File: config.mk
export PLATFORM = sky130hd
export DESIGN_NAME = mult_share_arbiter_flat
export DESIGN_NICKNAME = d
export VERILOG_FILES = /design/src/rtl/mult_share_arbiter_if.sv /design/src/rtl/mult_share_arbiter.sv /design/src/flat_wrapper.sv
export SDC_FILE = /design/constraint.sdc
export NUM_CORES = 1
export LEC_CHECK = 0
export CAP_MARGIN = 10
export CORE_MARGIN = 2
export CORE_UTILIZATION = 45
export CTS_BUF_LIST = sky130_fd_sc_hd__clkbuf_8
export DETAILED_ROUTE_END_ITERATION = 10
export PLACE_DENSITY = 0.86
export SLEW_MARGIN = 5
export SYNTH_ARGS = -nofsm -noshare
export SYNTH_HDL_FRONTEND = slang
export SYNTH_SLANG_ARGS = --single-unit
File: constraint.sdc
create_clock -name clk -period 3 [get_ports clk]
set_input_delay 0.6 -clock clk [delete_from_list [all_inputs] [get_ports clk]]
set_output_delay 0.6 -clock clk [all_outputs]
set_load 0.005 [all_outputs]
File: src/rtl/mult_share_arbiter_if.sv
// ---------------------------------------------------------------------------
// mult_share_arbiter_if
// Purpose : bundles the two requester ports and the shared-multiplier
//           handshake of mult_share_arbiter into one interface.
// Signals : req0/req1, x0/y0/x1/y1          requester requests and operands
//           gnt0/gnt1, rsp0/rsp1, err0/err1  per-requester pulses
//           result0/result1                  held per-requester products
//           busy                             arbiter not idle
//           mul_start, mul_x, mul_y          start pulse and latched operands
//           mul_done, mul_product            multiplier completion and product
// Modports: slave  - the arbiter
//           master - the environment (requesters plus multiplier)
// ---------------------------------------------------------------------------
interface mult_share_arbiter_if #(
    parameter int unsigned WIDTH = 8
);
    logic                 req0;
    logic                 req1;
    logic [WIDTH-1:0]     x0;
    logic [WIDTH-1:0]     y0;
    logic [WIDTH-1:0]     x1;
    logic [WIDTH-1:0]     y1;
    logic                 gnt0;
    logic                 gnt1;
    logic                 rsp0;
    logic                 rsp1;
    logic                 err0;
    logic                 err1;
    logic [2*WIDTH-1:0]   result0;
    logic [2*WIDTH-1:0]   result1;
    logic                 busy;
    logic                 mul_start;
    logic [WIDTH-1:0]     mul_x;
    logic [WIDTH-1:0]     mul_y;
    logic                 mul_done;
    logic [2*WIDTH-1:0]   mul_product;

    modport slave (
        input  req0, req1, x0, y0, x1, y1, mul_done, mul_product,
        output gnt0, gnt1, rsp0, rsp1, err0, err1, result0, result1,
               busy, mul_start, mul_x, mul_y
    );

    modport master (
        output req0, req1, x0, y0, x1, y1, mul_done, mul_product,
        input  gnt0, gnt1, rsp0, rsp1, err0, err1, result0, result1,
               busy, mul_start, mul_x, mul_y
    );
endinterface

File: src/rtl/mult_share_arbiter.sv
// ---------------------------------------------------------------------------
// mult_share_arbiter
// Purpose : shares one start/done sequential multiplier between two
//           requesters with round-robin arbitration, stale-done filtering
//           and a watchdog that aborts a job whose done never arrives.
// Ports   : clk  - rising-edge clock
//           rst  - asynchronous active-high reset
//           bus  - mult_share_arbiter_if.slave (requesters + multiplier)
// All outputs are registered.
// ---------------------------------------------------------------------------
module mult_share_arbiter #(
    parameter int unsigned WIDTH   = 8,
    parameter int unsigned TIMEOUT = 64
) (
    input  logic                 clk,
    input  logic                 rst,
    mult_share_arbiter_if.slave  bus
);
    localparam int unsigned PROD_W = 2 * WIDTH;
    localparam int unsigned WD_W   = $clog2(TIMEOUT + 1);

    typedef enum logic [1:0] {
        ST_IDLE  = 2'd0,
        ST_ISSUE = 2'd1,
        ST_WAIT  = 2'd2,
        ST_RESP  = 2'd3
    } arbState_t;

    arbState_t          state, stateNext;
    // Owner of the current job; also the round-robin "granted last" pointer.
    logic               lastOwner, lastOwnerNext;
    logic               doneSeenLow, doneSeenLowNext;
    logic [WD_W-1:0]    watchdog, watchdogNext;
    logic [WIDTH-1:0]   mulX, mulXNext, mulY, mulYNext;
    logic [PROD_W-1:0]  result0Q, result0Next, result1Q, result1Next;
    logic               gnt0Q, gnt0Next, gnt1Q, gnt1Next;
    logic               rsp0Q, rsp0Next, rsp1Q, rsp1Next;
    logic               err0Q, err0Next, err1Q, err1Next;
    logic               busyQ, busyNext, startQ, startNext;
    logic               pick;
    logic               doneQual;

    // A done level only counts once it has been seen low during this job.
    assign doneQual = bus.mul_done & doneSeenLow;

    // State and output registers.
    always_ff @(posedge clk or posedge rst) begin
        if (rst) begin
            state       <= ST_IDLE;
            lastOwner   <= 1'b1;
            doneSeenLow <= 1'b0;
            watchdog    <= '0;
            mulX        <= '0;
            mulY        <= '0;
            result0Q    <= '0;
            result1Q    <= '0;
            gnt0Q       <= 1'b0;
            gnt1Q       <= 1'b0;
            rsp0Q       <= 1'b0;
            rsp1Q       <= 1'b0;
            err0Q       <= 1'b0;
            err1Q       <= 1'b0;
            busyQ       <= 1'b0;
            startQ      <= 1'b0;
        end else begin
            state       <= stateNext;
            lastOwner   <= lastOwnerNext;
            doneSeenLow <= doneSeenLowNext;
            watchdog    <= watchdogNext;
            mulX        <= mulXNext;
            mulY        <= mulYNext;
            result0Q    <= result0Next;
            result1Q    <= result1Next;
            gnt0Q       <= gnt0Next;
            gnt1Q       <= gnt1Next;
            rsp0Q       <= rsp0Next;
            rsp1Q       <= rsp1Next;
            err0Q       <= err0Next;
            err1Q       <= err1Next;
            busyQ       <= busyNext;
            startQ      <= startNext;
        end
    end

    // Next state and next registered outputs.
    always_comb begin
        stateNext       = state;
        lastOwnerNext   = lastOwner;
        doneSeenLowNext = doneSeenLow;
        watchdogNext    = watchdog;
        mulXNext        = mulX;
        mulYNext        = mulY;
        result0Next     = result0Q;
        result1Next     = result1Q;
        gnt0Next        = 1'b0;
        gnt1Next        = 1'b0;
        rsp0Next        = 1'b0;
        rsp1Next        = 1'b0;
        err0Next        = 1'b0;
        err1Next        = 1'b0;
        startNext       = 1'b0;
        pick            = 1'b0;

        case (state)
            ST_IDLE: begin
                if (bus.req0 | bus.req1) begin
                    // Contention goes to whoever was not granted last.
                    if (bus.req0 & bus.req1) pick = ~lastOwner;
                    else                     pick = bus.req1;
                    lastOwnerNext = pick;
                    mulXNext      = pick ? bus.x1 : bus.x0;
                    mulYNext      = pick ? bus.y1 : bus.y0;
                    gnt0Next      = ~pick;
                    gnt1Next      = pick;
                    startNext     = 1'b1;
                    stateNext     = ST_ISSUE;
                end
            end
            ST_ISSUE: begin
                watchdogNext    = '0;
                doneSeenLowNext = 1'b0;
                stateNext       = ST_WAIT;
            end
            ST_WAIT: begin
                if (doneQual) begin
                    // Completion wins over a coincident timeout.
                    if (lastOwner) begin
                        result1Next = bus.mul_product;
                        rsp1Next    = 1'b1;
                    end else begin
                        result0Next = bus.mul_product;
                        rsp0Next    = 1'b1;
                    end
                    stateNext = ST_RESP;
                end else begin
                    if (!bus.mul_done) doneSeenLowNext = 1'b1;
                    watchdogNext = watchdog + WD_W'(1);
                    if (watchdogNext == WD_W'(TIMEOUT)) begin
                        rsp0Next  = ~lastOwner;
                        rsp1Next  = lastOwner;
                        err0Next  = ~lastOwner;
                        err1Next  = lastOwner;
                        stateNext = ST_RESP;
                    end
                end
            end
            ST_RESP: begin
                stateNext = ST_IDLE;
            end
            default: begin
                stateNext = ST_IDLE;
            end
        endcase

        busyNext = (stateNext != ST_IDLE);
    end

    assign bus.gnt0      = gnt0Q;
    assign bus.gnt1      = gnt1Q;
    assign bus.rsp0      = rsp0Q;
    assign bus.rsp1      = rsp1Q;
    assign bus.err0      = err0Q;
    assign bus.err1      = err1Q;
    assign bus.result0   = result0Q;
    assign bus.result1   = result1Q;
    assign bus.busy      = busyQ;
    assign bus.mul_start = startQ;
    assign bus.mul_x     = mulX;
    assign bus.mul_y     = mulY;
endmodule
File: src/flat_wrapper.sv
// flat-port wrapper written by rule: the top's interface ports become plain ports
module mult_share_arbiter_flat 
#(
    parameter int unsigned WIDTH   = 8,
    parameter int unsigned TIMEOUT = 64
)
  (clk, rst, bus_req0, bus_req1, bus_x0, bus_y0, bus_x1, bus_y1, bus_mul_done, bus_mul_product, bus_gnt0, bus_gnt1, bus_rsp0, bus_rsp1, bus_err0, bus_err1, bus_result0, bus_result1, bus_busy, bus_mul_start, bus_mul_x, bus_mul_y);
  mult_share_arbiter_if #(.WIDTH(WIDTH)) bus_i ();
  input  logic clk;
  input  logic rst;
  input wire logic [$bits(bus_i.req0)-1:0] bus_req0;
  input wire logic [$bits(bus_i.req1)-1:0] bus_req1;
  input wire logic [$bits(bus_i.x0)-1:0] bus_x0;
  input wire logic [$bits(bus_i.y0)-1:0] bus_y0;
  input wire logic [$bits(bus_i.x1)-1:0] bus_x1;
  input wire logic [$bits(bus_i.y1)-1:0] bus_y1;
  input wire logic [$bits(bus_i.mul_done)-1:0] bus_mul_done;
  input wire logic [$bits(bus_i.mul_product)-1:0] bus_mul_product;
  output wire logic [$bits(bus_i.gnt0)-1:0] bus_gnt0;
  output wire logic [$bits(bus_i.gnt1)-1:0] bus_gnt1;
  output wire logic [$bits(bus_i.rsp0)-1:0] bus_rsp0;
  output wire logic [$bits(bus_i.rsp1)-1:0] bus_rsp1;
  output wire logic [$bits(bus_i.err0)-1:0] bus_err0;
  output wire logic [$bits(bus_i.err1)-1:0] bus_err1;
  output wire logic [$bits(bus_i.result0)-1:0] bus_result0;
  output wire logic [$bits(bus_i.result1)-1:0] bus_result1;
  output wire logic [$bits(bus_i.busy)-1:0] bus_busy;
  output wire logic [$bits(bus_i.mul_start)-1:0] bus_mul_start;
  output wire logic [$bits(bus_i.mul_x)-1:0] bus_mul_x;
  output wire logic [$bits(bus_i.mul_y)-1:0] bus_mul_y;
  assign bus_i.req0 = bus_req0;
  assign bus_i.req1 = bus_req1;
  assign bus_i.x0 = bus_x0;
  assign bus_i.y0 = bus_y0;
  assign bus_i.x1 = bus_x1;
  assign bus_i.y1 = bus_y1;
  assign bus_i.mul_done = bus_mul_done;
  assign bus_i.mul_product = bus_mul_product;
  assign bus_gnt0 = bus_i.gnt0;
  assign bus_gnt1 = bus_i.gnt1;
  assign bus_rsp0 = bus_i.rsp0;
  assign bus_rsp1 = bus_i.rsp1;
  assign bus_err0 = bus_i.err0;
  assign bus_err1 = bus_i.err1;
  assign bus_result0 = bus_i.result0;
  assign bus_result1 = bus_i.result1;
  assign bus_busy = bus_i.busy;
  assign bus_mul_start = bus_i.mul_start;
  assign bus_mul_x = bus_i.mul_x;
  assign bus_mul_y = bus_i.mul_y;
  mult_share_arbiter #(.WIDTH(WIDTH), .TIMEOUT(TIMEOUT)) u_core (.clk(clk), .rst(rst), .bus(bus_i));
endmodule
==> summary.md, run 1 <==
| Metric | Value |
|---|---|
| Synth unique cells | `39` |
| Final hold vios | `0` |
| Average size of a mapped cell | `13.0 sq um` |
| Initial DRC count | `about 120` |
| Wirelength, routed | `a little over 6000 microns` |
| Fillcell total | `roughly 480` |
| Layout Skew | `0.00947 ns` |
| Drt pass-1 iters | `4` |
| Syn. warnings | `0` |
| CTS Sinks | `67` |
| # Post-CTS Setup Buffers | `0` |
| Layout cells sized above 1 | `0.174` |
| Setup CP Type | `reg -> reg` |
| Async SR Flop Fraction | `1.00` |
| Die width | `between 80 and 90 microns` |
| Post-synthesis sequential element count | `67` |
| DR vias | `around 2100` |
| Post-synthesis simple-gate area fraction | `0.0710` |
| Compound-cell area share of the yosys netlist | `0.123` |
| Post-synthesis sequential area ratio | `0.587` |
| DP HPWL | `~4500 microns` |
| Die area | `7000 sq um` |
| Outcome | `finished clean` |
| Worst EP required | `about 3.2 ns` |
| Setup_tns | `0 ns` |
| Placed inst area | `4010 sq um` |
| Max-slew headroom | `0.370` |
| Fmax | `around 0.43 GHz` |
| Sequential cell area | `1680 sq um` |
| Lkg Pwr | `0.00188 uW` |
| Startpoint Class | `flop` |
| CTS buffer count | `9` |
| Wire length per cell | `about 15 microns` |
| # rows | `29` |
| Die Ht | `83.7 microns` |
| Worst-Margin Slew | `between 0.9 and 1 ns` |
| HP Class | `reg -> reg` |
| CTS tree | `built` |
| Max-slew violation count | `0` |
| Antenna viol nets, final | `0` |
| CP Data Arrival Time | `approximately 2.5 ns` |
| Syn Nets | `about 280` |
| DRC errors left | `0` |
| Clock-pin slew on the worst setup and hold paths | `0.07 ns` |
| Grt total ovfl | `0` |
| PortBufs | `about 110` |
| Multi-input logic area | `around 1100 sq um` |
| Final instance area | `4210 sq um` |
| Peak supply drop | `0.535 mV` |
| Slowest library cell on the worst path | `or2_1` |
| Vias in the first global route | `roughly 2300` |
| Mapped cell area | `~2900 sq um` |
| CP top delay family | `simple AND/OR/NAND/NOR gates` |
| PnR worst setup slack | `0.698 ns` |
| CP peak stage delay | `0.75 ns` |
| Tot GR Track Use | `0.187` |
| XOR/XNOR share of the synthesized area | `0.00307` |
| Final #Nets | `391` |
| Starting Density | `0.458` |
| Placed cells | `400` |
| Clock period minus worst slack | `2.30 ns` |
| EDFF count, synth | `0` |
| Most common cell after layout, fill and taps aside | `clkdlybuf4s50_1` |
| Worst-Skew Late Latency | `0.34 ns` |
| Final setup fails | `0` |
| CTS root buf | `clkbuf_8` |
| Cells resized by post-CTS repair | `0` |
| Global-route wire length before repair | `roughly 10000 microns` |
| H-tree levels | `3` |
| Vias per cell | `just over 5` |
| Fin crit share | `0.767` |
| GPL Wtd Cong | `about 0.86` |
| Pwr per Cell Area | `roughly 940 nW/um^2` |
| RSZ-0062 raised after global routing | `false` |
| Core area | `roughly 6200 sq um` |
| Initial antenna violation count | `0` |
| # Max-Cap Violations | `0` |
| Number of I/O pins | `between 100 and 150` |
| Largest family of logic cells by synthesized area | `multiplexers` |
| Antenna diodes | `0` |
| Crit end category | `flop` |
| Primary FF master, synth | `dfrtp_1` |
| Commonest non-fill, non-tap cells in the layout | `108 x clkdlybuf4s50_1, 66 x dfrtp_1, 22 x mux2_2, 17 x o21ai_0, 16 x nand2_1` |
| Syn Inst Count | `roughly 220` |
| Layout area overhead | `47.4%` |
| Post-Place Setup Slack | `roughly 0.40 ns` |
| CP bufs+invs | `1` |
| Synth Area in Adders | `0.0175` |
| Hold_buf cts | `0` |
| Crit-path max FO | `16` |
| Multiplexer share of the synthesized area | `0.171` |
| Critical path cell sequence | `inv_1, ha_1, nand2b_1, or2_1, mux2_2` |
| Max clock buf depth | `2` |
| Largest net degree at the start of global routing | `29` |
| Non-Filler Instances | `around 420` |
==> worst register-to-register path, stage by stage, from the launching register on <==
cell and delay [ns]:
dfrtp_1 0.39, inv_1 0.09, ha_1 0.34, nand2b_1 0.18, or2_1 0.75, mux2_2 0.43
==> cells by family after synthesis <==
kind of cell,after synthesis
flops,67
compound gates,49
simple gates,43
mux,41
buf+inv,14
fa+ha+maj,4
xor+xnor,1
==> registers in the layout, indices dropped and copies added, names as in the netlist, 2 cells and up <==
| register | count |
|---|---|
| u_core.watchdog | 7 |
| u_core.bus.result0 | 16 |
| u_core.state | 2 |
| u_core.bus.mul_x | 8 |
| u_core.bus.mul_y | 8 |
| u_core.bus.result1 | 16 |
==> final cells by class <==
| cell class | count | area share |
|---|---|---|
| clock buffers | 9 | 0.0294 |
| clock inverters | 7 | 0.0184 |
| inverters | 6 | 0.00535 |
| multi-input cells | 138 | 0.262 |
| flip-flops and latches | 67 | 0.399 |
| well taps | 77 | 0.0229 |
| repair buffers | 112 | 0.264 |
==> metrics by stage <==
step / power [uW] / utilization / hold WS, ns
final: 3950 / 0.675 / 0.486
after global routing: 4220 / 0.675 / 0.515
after CTS: 4000 / 0.675 / 0.495
after detailed placement: 3230 / 0.642 / 0.470
after global placement: 3170 / 0.642 / 0.461
after floorplan: 2310 / - / 0.473
==> metal layers <==
| metal | track usage | vias to the layer above | share of wire |
|---|---|---|---|
| met5 | 0 | - | 0 |
| li1 | - | 1020 | - |
| met3 | 0.0663 | 7 | 0.072 |
| met4 | 0.0660 | 0 | 0.012 |
| met1 | 0.222 | 1013 | 0.41 |
| met2 | 0.316 | 88 | 0.51 |
==> power by group <==
part | switching, uW | internal (uW) | total (uW)
sequential | 243 | 1300 | 1540
clock | 353 | 389 | 742
combinational | 591 | 1070 | 1660
total | 1190 | 2760 | 3950
==> cells in the mapped netlist, types with 2 or more instances <==
| cell type | number | area (sq um) |
|---|---|---|
| ha_1 | 4 | 50.1 |
| a21oi_1 | 4 | 20.0 |
| nand2_1 | 16 | 60.1 |
| mux2_4 | 10 | 150 |
| inv_1 | 6 | 22.5 |
| o31ai_1 | 3 | 22.5 |
| a22o_1 | 14 | 123 |
| clkbuf_1 | 3 | 11.3 |
| o21ai_0 | 17 | 85.1 |
| nand3_1 | 3 | 15.0 |
| nor2_1 | 11 | 41.3 |
| mux2_2 | 22 | 248 |
| mux2i_1 | 9 | 90.1 |
| buf_2 | 2 | 10.0 |
| and2_1 | 2 | 12.5 |
| o41ai_1 | 2 | 17.5 |
| dfrtp_1 | 66 | 1650 |
| and3_1 | 3 | 18.8 |
| nor2b_1 | 2 | 12.5 |
==> worst paths after layout <==
kind | to | start | cells after the start | slack [ns]
max | u_core.bus.result0[10] | u_core.state[0] | 5 | 0.70
min | u_core.bus.mul_x[5] | u_core.bus.mul_x[5] | 2 | 0.49
max reg2reg | u_core.bus.result0[10] | u_core.state[0] | 5 | 0.70
max in group asynchronous | u_core.lastOwner | rst | 3 | 1.65
min in group asynchronous | u_core.bus.result1[3] | rst | 2 | 0.63
min reg2reg | u_core.bus.mul_x[5] | u_core.bus.mul_x[5] | 2 | 0.49
(Power assumes the default switching activity.)
==> run 2, diff against run 1 <==
Clock period 3 ns to 2.2 ns, I/O delays scaled along.
==> run 2 against run 1 <==
- worst hold slack lost 0.021 ns
- flip-flop and latch count is the same
- utilization grew 0.62 points
- largest cell class unchanged
- setup slack lost 0.45 ns
- via count grew 1.4%
- largest power group unchanged
- count of clock-buffer cells in the layout is the same
- first-iteration DRC count shrank 32%
==> summary.md, run 2 (synthesized netlist as in run 1, its figures left out) <==
| Metric | Value |
|---|---|
| Peak supply drop | `0.830 mV (+55%)` |
| # rows | `29 (unchanged)` |
| Psw | `1640 uW (+38%)` |
| PnR worst setup slack | `0.252 ns (-0.446 ns)` |
| Number of I/O pins | `109 (unchanged)` |
| Crit end category | `flop` |
| Post-Place Setup Slack | `0.0134 ns (-0.383 ns)` |
| Worst EP required | `2.41 ns (-0.81 ns)` |
| Wirelength, routed | `6150 microns (+0.56%)` |
| Final instance area | `4250 sq um (+0.92%)` |
| Clock period minus worst slack | `1.95 ns (-0.354 ns)` |
| # Max-Cap Violations | `0 (unchanged)` |
| Max clock buf depth | `2 (unchanged)` |
| DR vias | `2157 (+1.4%)` |
| Setup_tns | `0 ns (unchanged)` |
| Final #Nets | `393 (+0.51%)` |
| Slowest library cell on the worst path | `nand4_2` |
| Antenna viol nets, final | `0 (unchanged)` |
| CP top delay family | `simple AND/OR/NAND/NOR gates` |
| # Post-CTS Setup Buffers | `0 (unchanged)` |
| Core area | `6240 sq um (unchanged)` |
| Layout Utilization | `0.681 (+0.00622)` |
| Max-slew headroom | `0.585 (+0.215)` |
| Most common cell after layout, fill and taps aside | `clkdlybuf4s50_1` |
| Antenna diodes | `0 (unchanged)` |
| Drt pass-1 iters | `4 (unchanged)` |
| Flop2flop setup slack | `0.25 ns (-0.45 ns)` |
| DRC errors left | `0 (unchanged)` |
| Vias in the first global route | `2225 (-1.5%)` |
| Clock share of power | `0.185 (-0.003)` |
| CTS buffer count | `9 (unchanged)` |
| Worst Setup SP | `u_core.state[0]` |
| Sw Share | `0.302 (+0.00161)` |
| Worst-Skew Late Latency | `0.33 ns (about the same)` |
| Hold_buf cts | `0 (unchanged)` |
| Flop pwr share | `0.390 (about the same)` |
| HP Class | `in -> async` |
| Layout cells sized above 1 | `0.179 (+0.00484)` |
| Placed inst area | `4050 sq um (+1.0%)` |
| Tot GR Track Use | `0.184 (-0.00309)` |
| Outcome | `finished clean` |
| Pwr per Cell Area | `1280 nW/um^2 (+36%)` |
| Vias per cell | `5.16 (+0.88%)` |
| DP HPWL | `4640 microns (+2.5%)` |
| CP bufs+invs | `1 (unchanged)` |
| Final hold vios | `0 (unchanged)` |
| Lkg Pwr | `0.00190 uW (+0.77%)` |
| Largest net degree at the start of global routing | `30 (+3.4%)` |
| Die Ht | `83.7 microns (unchanged)` |
| CTS Sinks | `67 (unchanged)` |
| Wire length per cell | `14.7 microns (about the same)` |
| Fmax | `0.513 GHz (+18%)` |
| PortBufs | `108 (unchanged)` |
| Die area | `7000 sq um (unchanged)` |
| Initial antenna violation count | `0 (unchanged)` |
| Hold slack | `0.465 ns (-0.0210 ns)` |
| Critical path cell sequence | `inv_1, ha_1, nand4_2, mux2_2` |
| Final setup fails | `0 (unchanged)` |
| GPL Wtd Cong | `0.855 (-0.34%)` |
| Int Power | `3780 uW (+37%)` |
| Layout Skew | `0.0106 ns (+0.00111 ns)` |
| Initial DRC count | `81 (-32%)` |
| Multi-input logic area | `1100 sq um (unchanged)` |
| Max-slew violation count | `0 (unchanged)` |
| Sequential cell area | `1680 sq um (unchanged)` |
| H-tree levels | `3 (unchanged)` |
| Worst-Margin Slew | `0.622 ns (-0.323 ns)` |
| CP peak stage delay | `0.53 ns (-0.22 ns)` |
| Fillcell total | `480 (-0.62%)` |
| Cells resized by post-CTS repair | `0 (unchanged)` |
| Die width | `83.7 microns (unchanged)` |
| Layout area overhead | `48.8%` |
| Crit-path max FO | `16 (unchanged)` |
| FF-to-FF Start | `u_core.state[0]` |
| Starting Density | `0.458 (unchanged)` |
| CP Data Arrival Time | `2.16 ns (-0.36 ns)` |
| CTS root buf | `clkbuf_8` |
| Grt total ovfl | `0 (unchanged)` |
| Startpoint Class | `flop` |
| Global-route wire length before repair | `10300 microns (-1.1%)` |
| Setup CP Type | `reg -> reg` |
| Commonest non-fill, non-tap cells in the layout | `108 x clkdlybuf4s50_1, 66 x dfrtp_1, 22 x mux2_2, 17 x o21ai_0, 16 x nand2_1` |
| CTS tree | `built` |
| Gate power share | `0.424 (+0.003)` |
| Fin crit share | `0.886 (+0.118)` |
| RSZ-0062 raised after global routing | `false` |
| Clock-pin slew on the worst setup and hold paths | `0.08 ns (about the same)` |
[run 2: cell count changes in the layout (fill, tap and decap cells not counted)]
cell,previous run,this run
clkinvlp_4,1,2
buf_12,0,2
clkinv_4,3,2
[run 2: cell type report]
type / instances / area share
repair buffers: 114 / 0.271
well taps: 77 / 0.0227
clock buffers: 9 / 0.0292
multi-input cells: 138 / 0.259
clock inverters: 7 / 0.0180
flip-flops and latches: 67 / 0.395
inverters: 6 / 0.00530
[run 2: worst reg2reg max path, stage by stage, from the launching register on]
cell	delay, ns
dfrtp_1	0.41
inv_1	0.12
ha_1	0.27
nand4_2	0.53
mux2_2	0.49
[run 2: worst paths after layout]
kind                                         end  cells after the start
setup reg to reg           u_core.bus.result1[9]                      4
max in group asynchronous       u_core.lastOwner                      3
hold / removal                   u_core.state[0]                      2
setup / recovery           u_core.bus.result1[9]                      4
hold reg to reg              u_core.bus.mul_x[3]                      2
min in group clk             u_core.bus.mul_x[3]                      2
[run 2: metrics by stage]
step | power (uW) | std cells
after floorplan | 3140 | 219
after global placement | 4340 | 402
after detailed placement | 4460 | 402
after CTS | 5490 | 418
after global routing | 5770 | 418
final | 5420 | 418
[run 2: layer usage]
layer	up-vias	track usage	part of all wire
li1	1029	-	-
met1	1041	0.216	0.42
met2	79	0.318	0.50
met3	8	0.0554	0.067
met4	0	0.0704	0.015
met5	-	0	0
[run 2: power groups by stage]
stage               clock network, uW  registers, uW  logic, uW
global placement                    0           2110       2230
global route                     1090           2190       2500
detailed placement                  0           2120       2340
finish                           1010           2120       2300
CTS                              1030           2120       2340
floorplan                           0           2120       1030
